[src/rtl/count_reload_ctrl.sv]
// count_reload_ctrl: command-driven sequencer for a loadable up-counter.
// Reload commands (reload value + terminal value) are queued in a small
// FIFO. The sequencer watches the counter output and issues a zero-latency
// load of the next reload value when the counter reaches the active
// terminal value.
//
// Optional feature macro: COUNT_RELOAD_REPEAT_EN
//   defined   - with the FIFO empty, the terminal event reloads act_reload
//               and stays in RUN, so the last command repeats indefinitely.
//   undefined - with the FIFO empty, the terminal event issues no load and
//               the FSM returns to IDLE until another command arrives.
// In both builds a terminal event with an empty FIFO sets the sticky underrun.
module count_reload_ctrl #(
    parameter int WIDTH = 4,
    parameter int DEPTH = 4
) (
    input  logic                     clk,
    input  logic                     reset_n,
    input  logic                     cmd_valid,
    input  logic [WIDTH-1:0]         cmd_reload,
    input  logic [WIDTH-1:0]         cmd_term,
    output logic                     cmd_ready,
    input  logic                     enable,
    input  logic [WIDTH-1:0]         count,
    output logic                     load,
    output logic [WIDTH-1:0]         load_data,
    output logic                     busy,
    output logic [$clog2(DEPTH):0]   fifo_level,
    output logic                     underrun,
    input  logic                     underrun_clr
);

    localparam int AW = $clog2(DEPTH);
    localparam logic [AW:0] FULL_LEVEL = (AW + 1)'(DEPTH);

    typedef enum logic {
        IDLE = 1'b0,
        RUN  = 1'b1
    } state_t;

    state_t           state;
    logic [WIDTH-1:0] act_term;
    logic [WIDTH-1:0] act_reload;

    logic [WIDTH-1:0] fifo_reload [DEPTH];
    logic [WIDTH-1:0] fifo_term   [DEPTH];
    logic [AW-1:0]    wr_ptr;
    logic [AW-1:0]    rd_ptr;
    logic [AW:0]      level;

    logic             fifo_empty;
    logic [WIDTH-1:0] head_reload;
    logic [WIDTH-1:0] head_term;
    logic             push;
    logic             pop;
    logic             start;
    logic             term_hit;
    logic             empty_hit;

    // ready is taken from the registered level only, never from a same-cycle pop
    assign cmd_ready  = (level != FULL_LEVEL);
    assign fifo_level = level;

    // Decode start / terminal events and drive the zero-latency load outputs
    always_comb begin
        // NOTE: every signal written here gets a default first so no latch is inferred.
        load        = 1'b0;
        load_data   = '0;
        fifo_empty  = (level == '0);
        head_reload = fifo_reload[rd_ptr];
        head_term   = fifo_term[rd_ptr];
        push        = cmd_valid && cmd_ready;
        start       = (state == IDLE) && enable && !fifo_empty;
        term_hit    = (state == RUN) && enable && (count == act_term);
        pop         = start || (term_hit && !fifo_empty);
        empty_hit   = term_hit && fifo_empty;
        if (pop) begin
            load      = 1'b1;
            load_data = head_reload;
        end
`ifdef COUNT_RELOAD_REPEAT_EN
        else if (empty_hit) begin
            load      = 1'b1;
            load_data = act_reload;
        end
`endif
    end

    // Command storage: written on push, read at rd_ptr
    always_ff @(posedge clk) begin
        // NOTE: the storage array carries no reset; the reset pointers and level already mark it empty.
        if (push) begin
            fifo_reload[wr_ptr] <= cmd_reload;
            fifo_term[wr_ptr]   <= cmd_term;
        end
    end

    // FIFO pointers and occupancy; simultaneous push and pop leave level unchanged
    always_ff @(posedge clk or negedge reset_n) begin
        // NOTE: sequential state uses non-blocking assignments so all registers update together.
        if (!reset_n) begin
            wr_ptr <= '0;
            rd_ptr <= '0;
            level  <= '0;
        end else begin
            if (push) wr_ptr <= wr_ptr + 1'b1;
            if (pop)  rd_ptr <= rd_ptr + 1'b1;
            case ({push, pop})
                2'b10:   level <= level + 1'b1;
                2'b01:   level <= level - 1'b1;
                default: level <= level;
            endcase
        end
    end

    // Sequencer FSM with registered busy and active-entry registers
    always_ff @(posedge clk or negedge reset_n) begin
        if (!reset_n) begin
            state      <= IDLE;
            busy       <= 1'b0;
            act_term   <= '0;
            act_reload <= '0;
        end else begin
            case (state)
                IDLE: begin
                    if (start) begin
                        state      <= RUN;
                        busy       <= 1'b1;
                        act_term   <= head_term;
                        act_reload <= head_reload;
                    end
                end
                RUN: begin
                    if (!enable) begin
                        state <= IDLE;
                        busy  <= 1'b0;
                    end else if (term_hit) begin
                        if (!fifo_empty) begin
                            act_term   <= head_term;
                            act_reload <= head_reload;
                        end else begin
`ifdef COUNT_RELOAD_REPEAT_EN
                            // last command repeats; act stays as it is
                            state <= RUN;
                            busy  <= 1'b1;
`else
                            state <= IDLE;
                            busy  <= 1'b0;
`endif
                        end
                    end
                end
                default: begin
                    state <= IDLE;
                    busy  <= 1'b0;
                end
            endcase
        end
    end

    // Sticky underrun flag; a set in the same cycle wins over a clear
    always_ff @(posedge clk or negedge reset_n) begin
        if (!reset_n) begin
            underrun <= 1'b0;
        end else if (empty_hit) begin
            underrun <= 1'b1;
        end else if (underrun_clr) begin
            underrun <= 1'b0;
        end
    end

endmodule

[config.mk]
export PLATFORM = sky130hd
export DESIGN_NAME = count_reload_ctrl
export DESIGN_NICKNAME = d
export VERILOG_FILES = /design/src/rtl/count_reload_ctrl.sv
export SDC_FILE = /design/constraint.sdc
export NUM_CORES = 1
export LEC_CHECK = 0
export BUFFER_PORTS_ARGS = -buffer_cell sky130_fd_sc_hd__buf_2
export CORE_ASPECT_RATIO = 1.2
export CORE_MARGIN = 5
export CORE_UTILIZATION = 60
export CTS_BUF_LIST = sky130_fd_sc_hd__clkbuf_8
export DETAILED_ROUTE_END_ITERATION = 8
export PLACE_DENSITY = 0.91
export RECOVER_POWER = 50
export REMOVE_ABC_BUFFERS = 1
export SLEW_MARGIN = 40
export SYNTH_ARGS = -nofsm -noshare
export SYNTH_HDL_FRONTEND = slang
export SYNTH_SLANG_ARGS = --single-unit
export TNS_END_PERCENT = 5
[constraint.sdc]
create_clock -name clk -period 5.1 [get_ports clk]
set_clock_uncertainty 0.1 [all_clocks]
set_input_delay 0.51 -clock clk [delete_from_list [all_inputs] [get_ports clk]]
set_output_delay 0.51 -clock clk [all_outputs]
set_load 0.02 [all_outputs]
==> metrics.log, run 1 <==
INFO  metric die_area = 4496 sq um
INFO  metric powerDensity = roughly 550 nW/um^2
INFO  metric detail_route.drc_violations = 0
INFO  metric power_switching_share = 0.3331
INFO  metric core_area = 3110 sq um
INFO  metric worst_skew_pair.late_latency = 290 ps
INFO  metric htree_levels = 2
INFO  metric path_clk_slew = roughly 80 ps
INFO  metric grt_setup_unrepaired = no
INFO  metric clock_path_buffers = 2
INFO  metric synth-async-reset-ratio = 0.3043
INFO  metric path_common_cell = sky130_fd_sc_hd__xor2_1
INFO  metric grt_pass1_wl = 5202 microns
INFO  metric place.detailed.hpwl = 2365 microns
INFO  metric startpoint_type = register
INFO  metric first_pass_iters = 6
INFO  metric vias_per_cell = 5.787
INFO  metric cts-buffers-inserted = 5
INFO  metric finalWeightedCongestion = 0.6767
INFO  metric setup_viol = 0
INFO  metric cpMaxStageDelayCell = sky130_fd_sc_hd__o41ai_4
INFO  metric critPathMaxStageDelay = 580 ps
INFO  metric cpLargestDelayFamily = compound AO/OA/AOI/OAI gates
INFO  metric finalInstanceArea = 2191 sq um
INFO  metric grt.total_usage = 0.1641
INFO  metric max_cap_violations = 0
INFO  metric finalHoldViolations = 0
INFO  metric post-layout-total-power = 1.198 mW
INFO  metric ys_top_cells_by_area = sky130_fd_sc_hd__edfxtp_1 49%, sky130_fd_sc_hd__dfrtp_1 18%, sky130_fd_sc_hd__mux4_2 9.2%
INFO  metric detail-route-antenna-nets = 0
INFO  metric setup_bufs_post_cts = 0
INFO  metric post_route_cells_drive_above_1_share = 0.2817
INFO  metric wirelength = 3193 microns
INFO  metric max-vdd-ir-drop = around 420 uV
INFO  metric synth.top_cells.by_count = 32 x sky130_fd_sc_hd__edfxtp_1, 14 x sky130_fd_sc_hd__dfrtp_1, 8 x sky130_fd_sc_hd__inv_1, 8 x sky130_fd_sc_hd__mux4_2, 6 x sky130_fd_sc_hd__xor2_1
INFO  metric setup_total_negative_slack = 0 ps
INFO  metric area_growth_from_synthesis_to_layout = 12.32%
INFO  metric worst-path-max-fanout = 7
INFO  metric worst_slew_pin_slew = 744.4 ps
INFO  metric ys.flop_type = sky130_fd_sc_hd__edfxtp_1
INFO  metric status = completed
INFO  metric timing.critical_path.to_type = register
INFO  metric share_comb_of_total_power = 0.335
INFO  metric syn-cell-area = approximately 2000 sq um
INFO  metric synthesis.area_per_instance = between 15 and 20 sq um
INFO  metric multiInputGateArea = 600.6 sq um
INFO  metric post_dp_cell_area = 2122 sq um
INFO  metric first_drt_iteration_drcs = a little over 60
INFO  metric pin_count_of_the_biggest_net_entering_global_routing = 15
INFO  metric cts_hold_buf = 0
INFO  metric max_slew_margin = 0.5037
INFO  metric timing_worst_setup_path_type = reg -> reg
INFO  metric power_switching = 399.0 uW
INFO  metric cts_resized = 0
INFO  metric timing.reg2reg.setup_slack = 2410 ps
INFO  metric register_area = roughly 1300 sq um
INFO  metric overflow = 0
INFO  metric pwr-share-seq = 0.495
INFO  metric start_util = 0.6271
INFO  metric pwr-share-clk = 0.170
INFO  metric mapped_cells = approximately 110
INFO  metric die_height = 72.46 microns
INFO  metric layout.filler_cells = 209
INFO  metric timing.critical_path.required = 5210 ps
INFO  metric finalCriticalPeriod = about 2700 ps
INFO  metric port_buffers = 27
INFO  metric num-nets-final = around 160
INFO  metric antenna_cells_inserted = 0
INFO  metric via_count = about 1000
INFO  metric critical_path.cell_chain = xor2_1 > o41ai_4 > nand2_4 > inv_1 > ha_1 > inv_1 > fa_1 > xor2_1 > nor2_1 > xor2_1
INFO  metric yosysMostFrequentCell = sky130_fd_sc_hd__edfxtp_1
INFO  metric final_max_slew_viol_count = 0
INFO  metric synthesis.yosys.warnings = 0
INFO  metric intPower = between 700 and 800 uW
INFO  metric post-place-ws = 2246 ps
INFO  metric floorplan.die.width = 62.05 microns
INFO  metric clock-root-buffer = sky130_fd_sc_hd__clkbuf_8
INFO  metric tritoncts = built
INFO  metric hold_slack = 153.2 ps
INFO  metric synth_top_cell_area_share = 0.4926
INFO  metric count_of_clock_tree_sinks = 46
INFO  metric grt_antenna_before_repair = 0
INFO  metric final.period_utilization = 0.5277
INFO  metric synth_enable_flop_cells = 32
INFO  metric yosys.area.top_type = sky130_fd_sc_hd__edfxtp_1
INFO  metric worstPathBufferInverterCount = 2
INFO  metric synth_cell_types = 27
INFO  metric yosys_register_bits = 46
INFO  metric floorplan.rows = 22
INFO  metric worst_slack = roughly 2400 ps
INFO  metric seq_area_frac_synth = 0.6722
INFO  metric detail_route.wl_per_cell = 17.94 microns
INFO  metric ios = 28
INFO  metric fmax = between 0.3 and 0.4 GHz
INFO  metric hold_wc_path_type = in -> async
INFO  metric worstPathArrival = 2800 ps
INFO  metric via_count_of_the_first_global_routing_pass = around 1100
INFO  metric leakage = roughly 0.9 nW
==> worst reg2reg max path, stage by stage, from the launching register on <==
cell and delay (ps):
sky130_fd_sc_hd__dfrtp_1 400, sky130_fd_sc_hd__xor2_1 200, sky130_fd_sc_hd__o41ai_4 580, sky130_fd_sc_hd__nand2_4 160, sky130_fd_sc_hd__inv_1 120, sky130_fd_sc_hd__ha_1 200
sky130_fd_sc_hd__inv_1 60, sky130_fd_sc_hd__fa_1 380, sky130_fd_sc_hd__xor2_1 150, sky130_fd_sc_hd__nor2_1 110, sky130_fd_sc_hd__xor2_1 160
==> through the flow <==
stage	std cells	util
2_1_floorplan	107	-
3_3_place_gp	170	0.6822
3_5_place_dp	170	0.6822
4_1_cts	178	0.7092
5_1_grt	178	0.7043
6_report	178	0.7043
==> registers in the layout, summed over array words and instances (netlist names) <==
register     flops
act_term         4
wr_ptr           2
fifo_reload     16
busy             1
fifo_term       16
rd_ptr           2
fifo_level       3
underrun         1
state            1
==> layer usage <==
metal  vias to the layer above  share of wire  GRT usage
met4                         0          0.018    0.07075
li1                        471              -          -
met2                        31           0.55     0.2857
met3                         7          0.052    0.04093
met5                         -              0          0
met1                       521           0.38     0.1834
==> cell families (layout without fill, tap and decap cells) <==
logic type	count (synthesis)	count (layout)	share of synthesized area
XOR/XNOR	10	10	0.04490
buffers and inverters	10	43	0.01988
AO/OA/AOI/OAI	4	4	0.02630
AND/OR/NAND/NOR	19	19	0.06029
flip-flops	46	46	0.6722
multiplexers	14	14	0.1341
adder cells (fa/ha/maj)	6	6	0.04234
==> power groups by stage <==
stage / registers, mW / logic, mW / clock network [mW]
floorplan: 0.597 / 0.294 / 0
global placement: 0.595 / 0.389 / 0
detailed placement: 0.603 / 0.409 / 0
CTS: 0.595 / 0.411 / 0.207
global route: 0.611 / 0.440 / 0.228
finish: 0.593 / 0.401 / 0.204
==> layout by cell type, fill, tap and decap left out <==
master / count
sky130_fd_sc_hd__a21boi_0: 1
sky130_fd_sc_hd__a32o_1: 1
sky130_fd_sc_hd__and2_0: 2
sky130_fd_sc_hd__and3_1: 4
sky130_fd_sc_hd__and3_2: 4
sky130_fd_sc_hd__buf_2: 15
sky130_fd_sc_hd__clkbuf_1: 12
sky130_fd_sc_hd__clkbuf_8: 5
sky130_fd_sc_hd__clkinvlp_4: 1
sky130_fd_sc_hd__dfrtp_1: 14
sky130_fd_sc_hd__edfxtp_1: 32
sky130_fd_sc_hd__fa_1: 1
sky130_fd_sc_hd__ha_1: 5
sky130_fd_sc_hd__inv_1: 10
sky130_fd_sc_hd__mux2_2: 1
sky130_fd_sc_hd__mux2_4: 4
sky130_fd_sc_hd__mux2i_1: 1
sky130_fd_sc_hd__mux4_2: 8
sky130_fd_sc_hd__nand2_1: 1
sky130_fd_sc_hd__nand2_4: 1
sky130_fd_sc_hd__nand3_1: 2
sky130_fd_sc_hd__nor2_1: 2
sky130_fd_sc_hd__nor2b_1: 1
sky130_fd_sc_hd__nor3_1: 1
sky130_fd_sc_hd__nor4_1: 1
sky130_fd_sc_hd__o22ai_1: 1
sky130_fd_sc_hd__o41ai_4: 1
sky130_fd_sc_hd__xnor2_1: 4
sky130_fd_sc_hd__xor2_1: 6
==> final cells by class <==
type                    count  area share
well taps                  36     0.02056
clock buffers               5     0.03141
flip-flops and latches     46      0.5985
inverters                   8     0.01371
repair buffers             27     0.05483
multi-input cells          53      0.2741
clock inverters             3    0.006853
==> path summary, 6_finish.rpt <==
kind | from | cells after the start | endpoint
min in group clk | cmd_reload[1] | 1 | fifo_reload[3][1]
max reg2reg | act_term[1] | 10 | fifo_level[2]
max in group asynchronous | reset_n | 1 | fifo_level[0]
min reg2reg | underrun | 1 | underrun
max | act_term[1] | 10 | fifo_level[2]
min | reset_n | 1 | state
No activity file was read; power rests on OpenSTA's default activity.
==> run 2, diff against run 1 <==
--- a/config.mk
+++ b/config.mk
@@ -8,10 +8,10 @@
 export BUFFER_PORTS_ARGS = -buffer_cell sky130_fd_sc_hd__buf_2
 export CORE_ASPECT_RATIO = 1.2
 export CORE_MARGIN = 5
-export CORE_UTILIZATION = 60
+export CORE_UTILIZATION = 58
 export CTS_BUF_LIST = sky130_fd_sc_hd__clkbuf_8
 export DETAILED_ROUTE_END_ITERATION = 8
-export PLACE_DENSITY = 0.91
+export PLACE_DENSITY = 0.89
 export RECOVER_POWER = 50
 export REMOVE_ABC_BUFFERS = 1
 export SLEW_MARGIN = 40
==> constraint.sdc (replaced) <==
create_clock -name clk -period 2.5 [get_ports clk]
set_clock_uncertainty 0.1 [all_clocks]
set_input_delay 0.25 -clock clk [delete_from_list [all_inputs] [get_ports clk]]
set_output_delay 0.25 -clock clk [all_outputs]
set_load 0.02 [all_outputs]
==> metrics.log, run 2 (synthesized netlist as in run 1, its figures left out) <==
INFO  metric setup_total_negative_slack = 0 ps (unchanged)
INFO  metric first_drt_iteration_drcs = 40 (was 61)
INFO  metric htree_levels = 2 (unchanged)
INFO  metric max_cap_violations = 0 (unchanged)
INFO  metric hold_slack = 119.9 ps (was 153.2 ps)
INFO  metric layout.filler_cells = 231 (was 209)
INFO  metric start_util = 0.5946 (was 0.6271)
INFO  metric path_clk_slew = 80 ps (about the same)
INFO  metric max_slew_margin = 0.5008 (was 0.5037)
INFO  metric multiInputGateArea = 613.1 sq um (was 600.6 sq um)
INFO  metric overflow = 0 (unchanged)
INFO  metric clock_path_buffers = 2 (unchanged)
INFO  metric place.detailed.hpwl = 2364 microns (was 2365 microns)
INFO  metric detail-route-antenna-nets = 0 (unchanged)
INFO  metric grt_setup_unrepaired = no (unchanged)
INFO  metric setup_viol = 0 (unchanged)
INFO  metric worst_skew_pair.late_latency = 290 ps (about the same)
INFO  metric most-common-layout-cells = 32 x sky130_fd_sc_hd__edfxtp_1, 14 x sky130_fd_sc_hd__dfrtp_1, 14 x sky130_fd_sc_hd__clkbuf_1, 13 x sky130_fd_sc_hd__buf_2, 8 x sky130_fd_sc_hd__mux4_2 (was 32 x sky130_fd_sc_hd__edfxtp_1, 15 x sky130_fd_sc_hd__buf_2, 14 x sky130_fd_sc_hd__dfrtp_1, 12 x sky130_fd_sc_hd__clkbuf_1, 10 x sky130_fd_sc_hd__inv_1)
INFO  metric detail_route.wl_per_cell = 17.61 microns (was 17.94 microns)
INFO  metric area_growth_from_synthesis_to_layout = 16.29% (was 12.32%)
INFO  metric vias_per_cell = 5.576 (was 5.787)
INFO  metric port_buffers = 27 (unchanged)
INFO  metric tritoncts = built (unchanged)
INFO  metric timing_worst_setup_path_type = reg -> reg (unchanged)
INFO  metric clock-root-buffer = sky130_fd_sc_hd__clkbuf_8 (unchanged)
INFO  metric layout_commonest_cell = sky130_fd_sc_hd__edfxtp_1 (unchanged)
INFO  metric timing.critical_path.to_type = register (unchanged)
INFO  metric critPathMaxStageDelay = 420 ps (was 580 ps)
INFO  metric worst-path-max-fanout = 2 (was 7)
INFO  metric pin_count_of_the_biggest_net_entering_global_routing = 15 (unchanged)
INFO  metric worstPathArrival = 2450 ps (was 2800 ps)
INFO  metric post-layout-total-power = 2.603 mW (was 1.198 mW)
INFO  metric placed_cells_incl_taps = 174 (was 170)
INFO  metric status = completed (unchanged)
INFO  metric max-vdd-ir-drop = 691.8 uV (was 424.9 uV)
INFO  metric die_area = 4628 sq um (was 4496 sq um)
INFO  metric cpMaxStageDelayCell = sky130_fd_sc_hd__o41ai_4 (unchanged)
INFO  metric cpLargestDelayFamily = XOR/XNOR gates (was compound AO/OA/AOI/OAI gates)
INFO  metric cts-buffers-inserted = 5 (unchanged)
INFO  metric final_max_slew_viol_count = 0 (unchanged)
INFO  metric floorplan.die.width = 62.94 microns (was 62.05 microns)
INFO  metric fmax = 0.4282 GHz (was 0.3716 GHz)
INFO  metric final.period_utilization = 0.9342 (was 0.5277)
INFO  metric finalCriticalPeriod = 2335 ps (was 2691 ps)
INFO  metric grt_antenna_before_repair = 0 (unchanged)
INFO  metric count_of_clock_tree_sinks = 46 (unchanged)
INFO  metric path_common_cell = sky130_fd_sc_hd__xor2_1 (unchanged)
INFO  metric grt.total_usage = 0.1610 (was 0.1641)
INFO  metric critical_path.cell_chain = xor2_1 > o41ai_4 > nand2_4 > inv_2 > ha_2 > inv_1 > fa_2 > xor2_1 > nor2_1 > xor2_1 (was xor2_1 > o41ai_4 > nand2_4 > inv_1 > ha_1 > inv_1 > fa_1 > xor2_1 > nor2_1 > xor2_1)
INFO  metric worst_slack = 164.6 ps (was 2409 ps)
INFO  metric worstPathBufferInverterCount = 2 (unchanged)
INFO  metric startpoint_type = register (unchanged)
INFO  metric via_count_of_the_first_global_routing_pass = 1164 (was 1078)
INFO  metric post_route_cells_drive_above_1_share = 0.3197 (was 0.2817)
INFO  metric powerDensity = 1148 nW/um^2 (was 546.9 nW/um^2)
INFO  metric worst_slew_pin_slew = 748.8 ps (was 744.4 ps)
INFO  metric first_pass_iters = 4 (was 6)
INFO  metric wirelength = 3241 microns (was 3193 microns)
INFO  metric timing.critical_path.required = 2620 ps (was 5210 ps)
INFO  metric finalWeightedCongestion = 0.7543 (was 0.6767)
INFO  metric grt_pass1_wl = 5575 microns (was 5202 microns)
INFO  metric reg.largest.list = fifo_reload (16), fifo_term (16), act_term (4) (unchanged)
INFO  metric core_area = 3281 sq um (was 3110 sq um)
INFO  metric finalHoldViolations = 0 (unchanged)
INFO  metric via_count = 1026 (was 1030)
INFO  metric floorplan.rows = 23 (was 22)
INFO  metric register_area = 1311 sq um (unchanged)
INFO  metric finish.cell_count_without_fillers = 184 (was 178)
INFO  metric leakage = 0.9108 nW (was 0.8850 nW)
INFO  metric num-nets-final = 170 (was 164)
INFO  metric die_height = 73.53 microns (was 72.46 microns)
INFO  metric antenna_cells_inserted = 0 (unchanged)
INFO  metric post-place-ws = 94.81 ps (was 2246 ps)
INFO  metric ios = 28 (unchanged)
INFO  metric detail_route.drc_violations = 0 (unchanged)
INFO  metric hold_wc_path_type = in -> reg (was in -> async)
-- run 2: worst register-to-register path: stages (launching register included) --
cell	delay [ps]
sky130_fd_sc_hd__dfrtp_1	400
sky130_fd_sc_hd__xor2_1	200
sky130_fd_sc_hd__o41ai_4	420
sky130_fd_sc_hd__nand2_4	80
sky130_fd_sc_hd__inv_2	70
sky130_fd_sc_hd__ha_2	180
sky130_fd_sc_hd__inv_1	50
sky130_fd_sc_hd__fa_2	330
sky130_fd_sc_hd__xor2_1	150
sky130_fd_sc_hd__nor2_1	130
sky130_fd_sc_hd__xor2_1	170
-- run 2: layer usage --
metal / up-vias / wire, microns / GRT usage / part of all wire
li1: 482 / - / - / -
met1: 516 / 1258 / 0.1766 / 0.39
met2: 23 / 1795 / 0.2896 / 0.55
met3: 5 / 154 / 0.04893 / 0.048
met4: 0 / 33 / 0.06604 / 0.010
met5: - / 0 / 0 / 0
-- run 2: layout make-up --
| class | instances | area share |
|---|---|---|
| clock buffer | 5 | 0.03034 |
| clock inverter | 2 | 0.01489 |
| inverter | 8 | 0.01324 |
| multi-input combinational | 53 | 0.2703 |
| sequential | 46 | 0.5780 |
| tap | 37 | 0.02041 |
| timing repair buffer | 33 | 0.07281 |
-- run 2: power by group --
group          leakage, nW  total, mW  internal, mW  switching [mW]
Clock               0.0517      0.511         0.289           0.222
Sequential           0.459       1.19          1.04           0.151
Combinational        0.400      0.903         0.450           0.453
Total                0.911       2.60          1.78           0.826
-- run 2: final timing paths --
check	end	startpoint	slack, ps	cells past startpoint
max	fifo_level[2]	act_term[0]	160	10
min	fifo_reload[0][1]	cmd_reload[1]	120	1
max reg2reg	fifo_level[2]	act_term[0]	160	10
min reg2reg	underrun	underrun	400	1
max in group asynchronous	state	reset_n	1380	2
min in group asynchronous	rd_ptr[0]	reset_n	450	2
-- run 2: what timing repair did --
action | CTS | global route
gates resized for setup | 0 | 4
hold buffers | 1 | 0
endpoints found under the hold margin | 14 | 0
setup buffers | 0 | 2
setup endpoints to repair | 0 | 1
-- run 2: through the flow --
step	area, sq um	util
2_1_floorplan	1942	-
3_3_place_gp	2146	0.6541
3_5_place_dp	2146	0.6541
4_1_cts	2258	0.6884
5_1_grt	2268	0.6915
6_report	2268	0.6915
==> run 3, diff against run 2 <==
--- a/config.mk
+++ b/config.mk
@@ -6,12 +6,14 @@
 export NUM_CORES = 1
 export LEC_CHECK = 0
 export BUFFER_PORTS_ARGS = -buffer_cell sky130_fd_sc_hd__buf_2
+export CELL_PAD_IN_SITES_DETAIL_PLACEMENT = 0
+export CELL_PAD_IN_SITES_GLOBAL_PLACEMENT = 1
 export CORE_ASPECT_RATIO = 1.2
 export CORE_MARGIN = 5
-export CORE_UTILIZATION = 58
+export CORE_UTILIZATION = 50
 export CTS_BUF_LIST = sky130_fd_sc_hd__clkbuf_8
 export DETAILED_ROUTE_END_ITERATION = 8
-export PLACE_DENSITY = 0.89
+export PLACE_DENSITY = 0.9
 export RECOVER_POWER = 50
 export REMOVE_ABC_BUFFERS = 1
 export SLEW_MARGIN = 40
==> metrics.log, run 3 (synthesized netlist as in run 1, its figures left out) <==
INFO  metric status = completed (unchanged)
INFO  metric global_route.usage.met2 = 0.2291 (was 0.2896)
INFO  metric timing.critical_path.required = 2620 ps (about the same)
INFO  metric setup_viol = 0 (unchanged)
INFO  metric grt_antenna_before_repair = 0 (unchanged)
INFO  metric port_buffers = 27 (unchanged)
INFO  metric via_count = 1046 (was 1026)
INFO  metric htree_levels = 2 (unchanged)
INFO  metric powerDensity = 1149 nW/um^2 (was 1148 nW/um^2)
INFO  metric antenna_cells_inserted = 0 (unchanged)
INFO  metric worstPathBufferInverterCount = 2 (unchanged)
INFO  metric finalWeightedCongestion = 0.7641 (was 0.7543)
INFO  metric grt_pass1_wl = 5506 microns (was 5575 microns)
INFO  metric hold_wc_path_type = in -> reg (unchanged)
INFO  metric vias_per_cell = 5.178 (was 5.576)
INFO  metric finalInstanceArea = 2310 sq um (was 2268 sq um)
INFO  metric count_of_clock_tree_sinks = 46 (unchanged)
INFO  metric first_drt_iteration_drcs = 54 (was 40)
INFO  metric overflow = 0 (unchanged)
INFO  metric max_slew_margin = 0.4907 (was 0.5008)
INFO  metric detail_route.wl_per_cell = 16.71 microns (was 17.61 microns)
INFO  metric die_area = 5255 sq um (was 4628 sq um)
INFO  metric ios = 28 (unchanged)
INFO  metric leakage = 0.9283 nW (was 0.9108 nW)
INFO  metric max-vdd-ir-drop = 635.2 uV (was 691.8 uV)
INFO  metric cts-buffers-inserted = 5 (unchanged)
INFO  metric path_common_cell = sky130_fd_sc_hd__xor2_1 (unchanged)
INFO  metric detail_route.drc_violations = 0 (unchanged)
INFO  metric floorplan.die.width = 67.02 microns (was 62.94 microns)
INFO  metric num-nets-final = 172 (was 170)
INFO  metric finalCriticalPeriod = 2342 ps (was 2335 ps)
INFO  metric grt_max_usage_layer = met2 (unchanged)
INFO  metric worst_slack = 157.9 ps (was 164.6 ps)
INFO  metric worst_skew_pair.late_latency = 300 ps (was 290 ps)
INFO  metric tritoncts = built (unchanged)
INFO  metric reg.largest.list = fifo_reload (16), fifo_term (16), act_term (4) (unchanged)
INFO  metric critical_path.cell_chain = xor2_2 > o41ai_4 > nand2_4 > inv_2 > ha_2 > inv_1 > fa_1 > xor2_1 > nor2_1 > xor2_1 (was xor2_1 > o41ai_4 > nand2_4 > inv_2 > ha_2 > inv_1 > fa_2 > xor2_1 > nor2_1 > xor2_1)
INFO  metric met1_usage = 0.1834 (was 0.1766)
INFO  metric start_util = 0.5281 (was 0.5946)
INFO  metric post-place-ws = 122.8 ps (was 94.81 ps)
INFO  metric timing.critical_path.to_type = register (unchanged)
INFO  metric grt_setup_unrepaired = no (unchanged)
INFO  metric final.period_utilization = 0.9368 (was 0.9342)
INFO  metric layout_commonest_cell = sky130_fd_sc_hd__edfxtp_1 (unchanged)
INFO  metric worst-path-max-fanout = 2 (unchanged)
INFO  metric worst_slew_pin_slew = 764.0 ps (was 748.8 ps)
INFO  metric ff2ff_path_depth = 10 (unchanged)
INFO  metric cpLargestDelayFamily = adder cells (was XOR/XNOR gates)
INFO  metric core_area = 3694 sq um (was 3281 sq um)
INFO  metric startpoint_type = register (unchanged)
INFO  metric detail-route-antenna-nets = 0 (unchanged)
INFO  metric via_count_of_the_first_global_routing_pass = 1134 (was 1164)
INFO  metric timing_worst_setup_path_type = reg -> reg (unchanged)
INFO  metric cpMaxStageDelayCell = sky130_fd_sc_hd__dfrtp_1 (was sky130_fd_sc_hd__o41ai_4)
INFO  metric clock_path_buffers = 2 (unchanged)
INFO  metric worstHoldPathCells = 1 (unchanged)
INFO  metric grt.total_usage = 0.1451 (was 0.1610)
INFO  metric area_growth_from_synthesis_to_layout = 18.41% (was 16.29%)
INFO  metric die_height = 78.42 microns (was 73.53 microns)
INFO  metric critPathMaxStageDelay = 420 ps (about the same)
INFO  metric clock-root-buffer = sky130_fd_sc_hd__clkbuf_8 (unchanged)
INFO  metric most-common-layout-cells = 32 x sky130_fd_sc_hd__edfxtp_1, 14 x sky130_fd_sc_hd__dfrtp_1, 14 x sky130_fd_sc_hd__clkbuf_1, 13 x sky130_fd_sc_hd__buf_2, 8 x sky130_fd_sc_hd__mux4_2 (unchanged)
INFO  metric post_dp_cell_area = 2172 sq um (was 2146 sq um)
INFO  metric fmax = 0.4270 GHz (was 0.4282 GHz)
INFO  metric pin_count_of_the_biggest_net_entering_global_routing = 16 (was 15)
INFO  metric post-layout-total-power = 2.653 mW (was 2.603 mW)
INFO  metric place.detailed.hpwl = 2370 microns (was 2364 microns)
INFO  metric wirelength = 3376 microns (was 3241 microns)
INFO  metric worstPathArrival = 2470 ps (was 2450 ps)
INFO  metric floorplan.rows = 24 (was 23)
INFO  metric globalRouteMet3Util = 0.04714 (was 0.04893)
INFO  metric finalHoldViolations = 0 (unchanged)
INFO  metric max_cap_violations = 0 (unchanged)
INFO  metric path_clk_slew = 80 ps (about the same)
INFO  metric final_max_slew_viol_count = 0 (unchanged)
INFO  metric post_route_cells_drive_above_1_share = 0.3333 (was 0.3197)
INFO  metric first_pass_iters = 4 (unchanged)
INFO  metric timing.reg2reg.setup_slack = 160 ps (about the same)
INFO  metric cp_num_cells = 10 (unchanged)
-- run 3: area by class of cell --
class                           count  area (sq um)
Inverter                            8         30.03
Clock buffer                        5         68.82
Tap cell                           52         65.06
Clock inverter                      3         43.79
Timing Repair Buffer               35         180.2
Multi-Input combinational cell     53         610.6
Fill cell                         285          1384
Sequential cell                    46          1311
-- run 3: metal layers --
metal | share of wire | up-vias
li1 | - | 486
met1 | 0.41 | 527
met3 | 0.052 | 8
met5 | 0 | -
met2 | 0.52 | 25
met4 | 0.017 | 0
-- run 3: power breakdown --
part           leakage [nW]  total [mW]  switching, mW  internal, mW
Combinational         0.411       0.903          0.446         0.457
Sequential            0.459        1.20          0.161          1.04
Clock                0.0585       0.552          0.252         0.299
-- run 3: path summary, 6_finish.rpt --
| check | from | end |
|---|---|---|
| max | act_term[2] | fifo_level[2] |
| min | cmd_reload[0] | fifo_reload[1][0] |
| max reg2reg | act_term[2] | fifo_level[2] |
| min reg2reg | underrun | underrun |
| max in group asynchronous | reset_n | fifo_level[2] |
| min in group asynchronous | reset_n | state |
-- run 3: what timing repair did --
action                                  CTS  global route
buffers inserted                          0             3
gates resized for setup                   0             3
hold buffers                              1             0
endpoints found under the hold margin    14             0
endpoints found under the setup margin    0             1
-- run 3: worst register-to-register path, stage by stage, from the launching register on --
cell and delay, ps:
sky130_fd_sc_hd__dfrtp_1 420, sky130_fd_sc_hd__xor2_2 180, sky130_fd_sc_hd__o41ai_4 420, sky130_fd_sc_hd__nand2_4 80, sky130_fd_sc_hd__inv_2 70, sky130_fd_sc_hd__ha_2 170
sky130_fd_sc_hd__inv_1 50, sky130_fd_sc_hd__fa_1 360, sky130_fd_sc_hd__xor2_1 150, sky130_fd_sc_hd__nor2_1 120, sky130_fd_sc_hd__xor2_1 150
-- run 3: per-stage QoR --
step	hold slack [ps]	util	TNS, ps	cells
after detailed placement	63.99	0.5881	0	190
after floorplan	-145.6	-	-59.25	107
after global routing	85.98	0.6253	0	202
final	101.5	0.6253	0	202
after CTS	47.33	0.6213	0	199
after global placement	53.46	0.5881	0	190
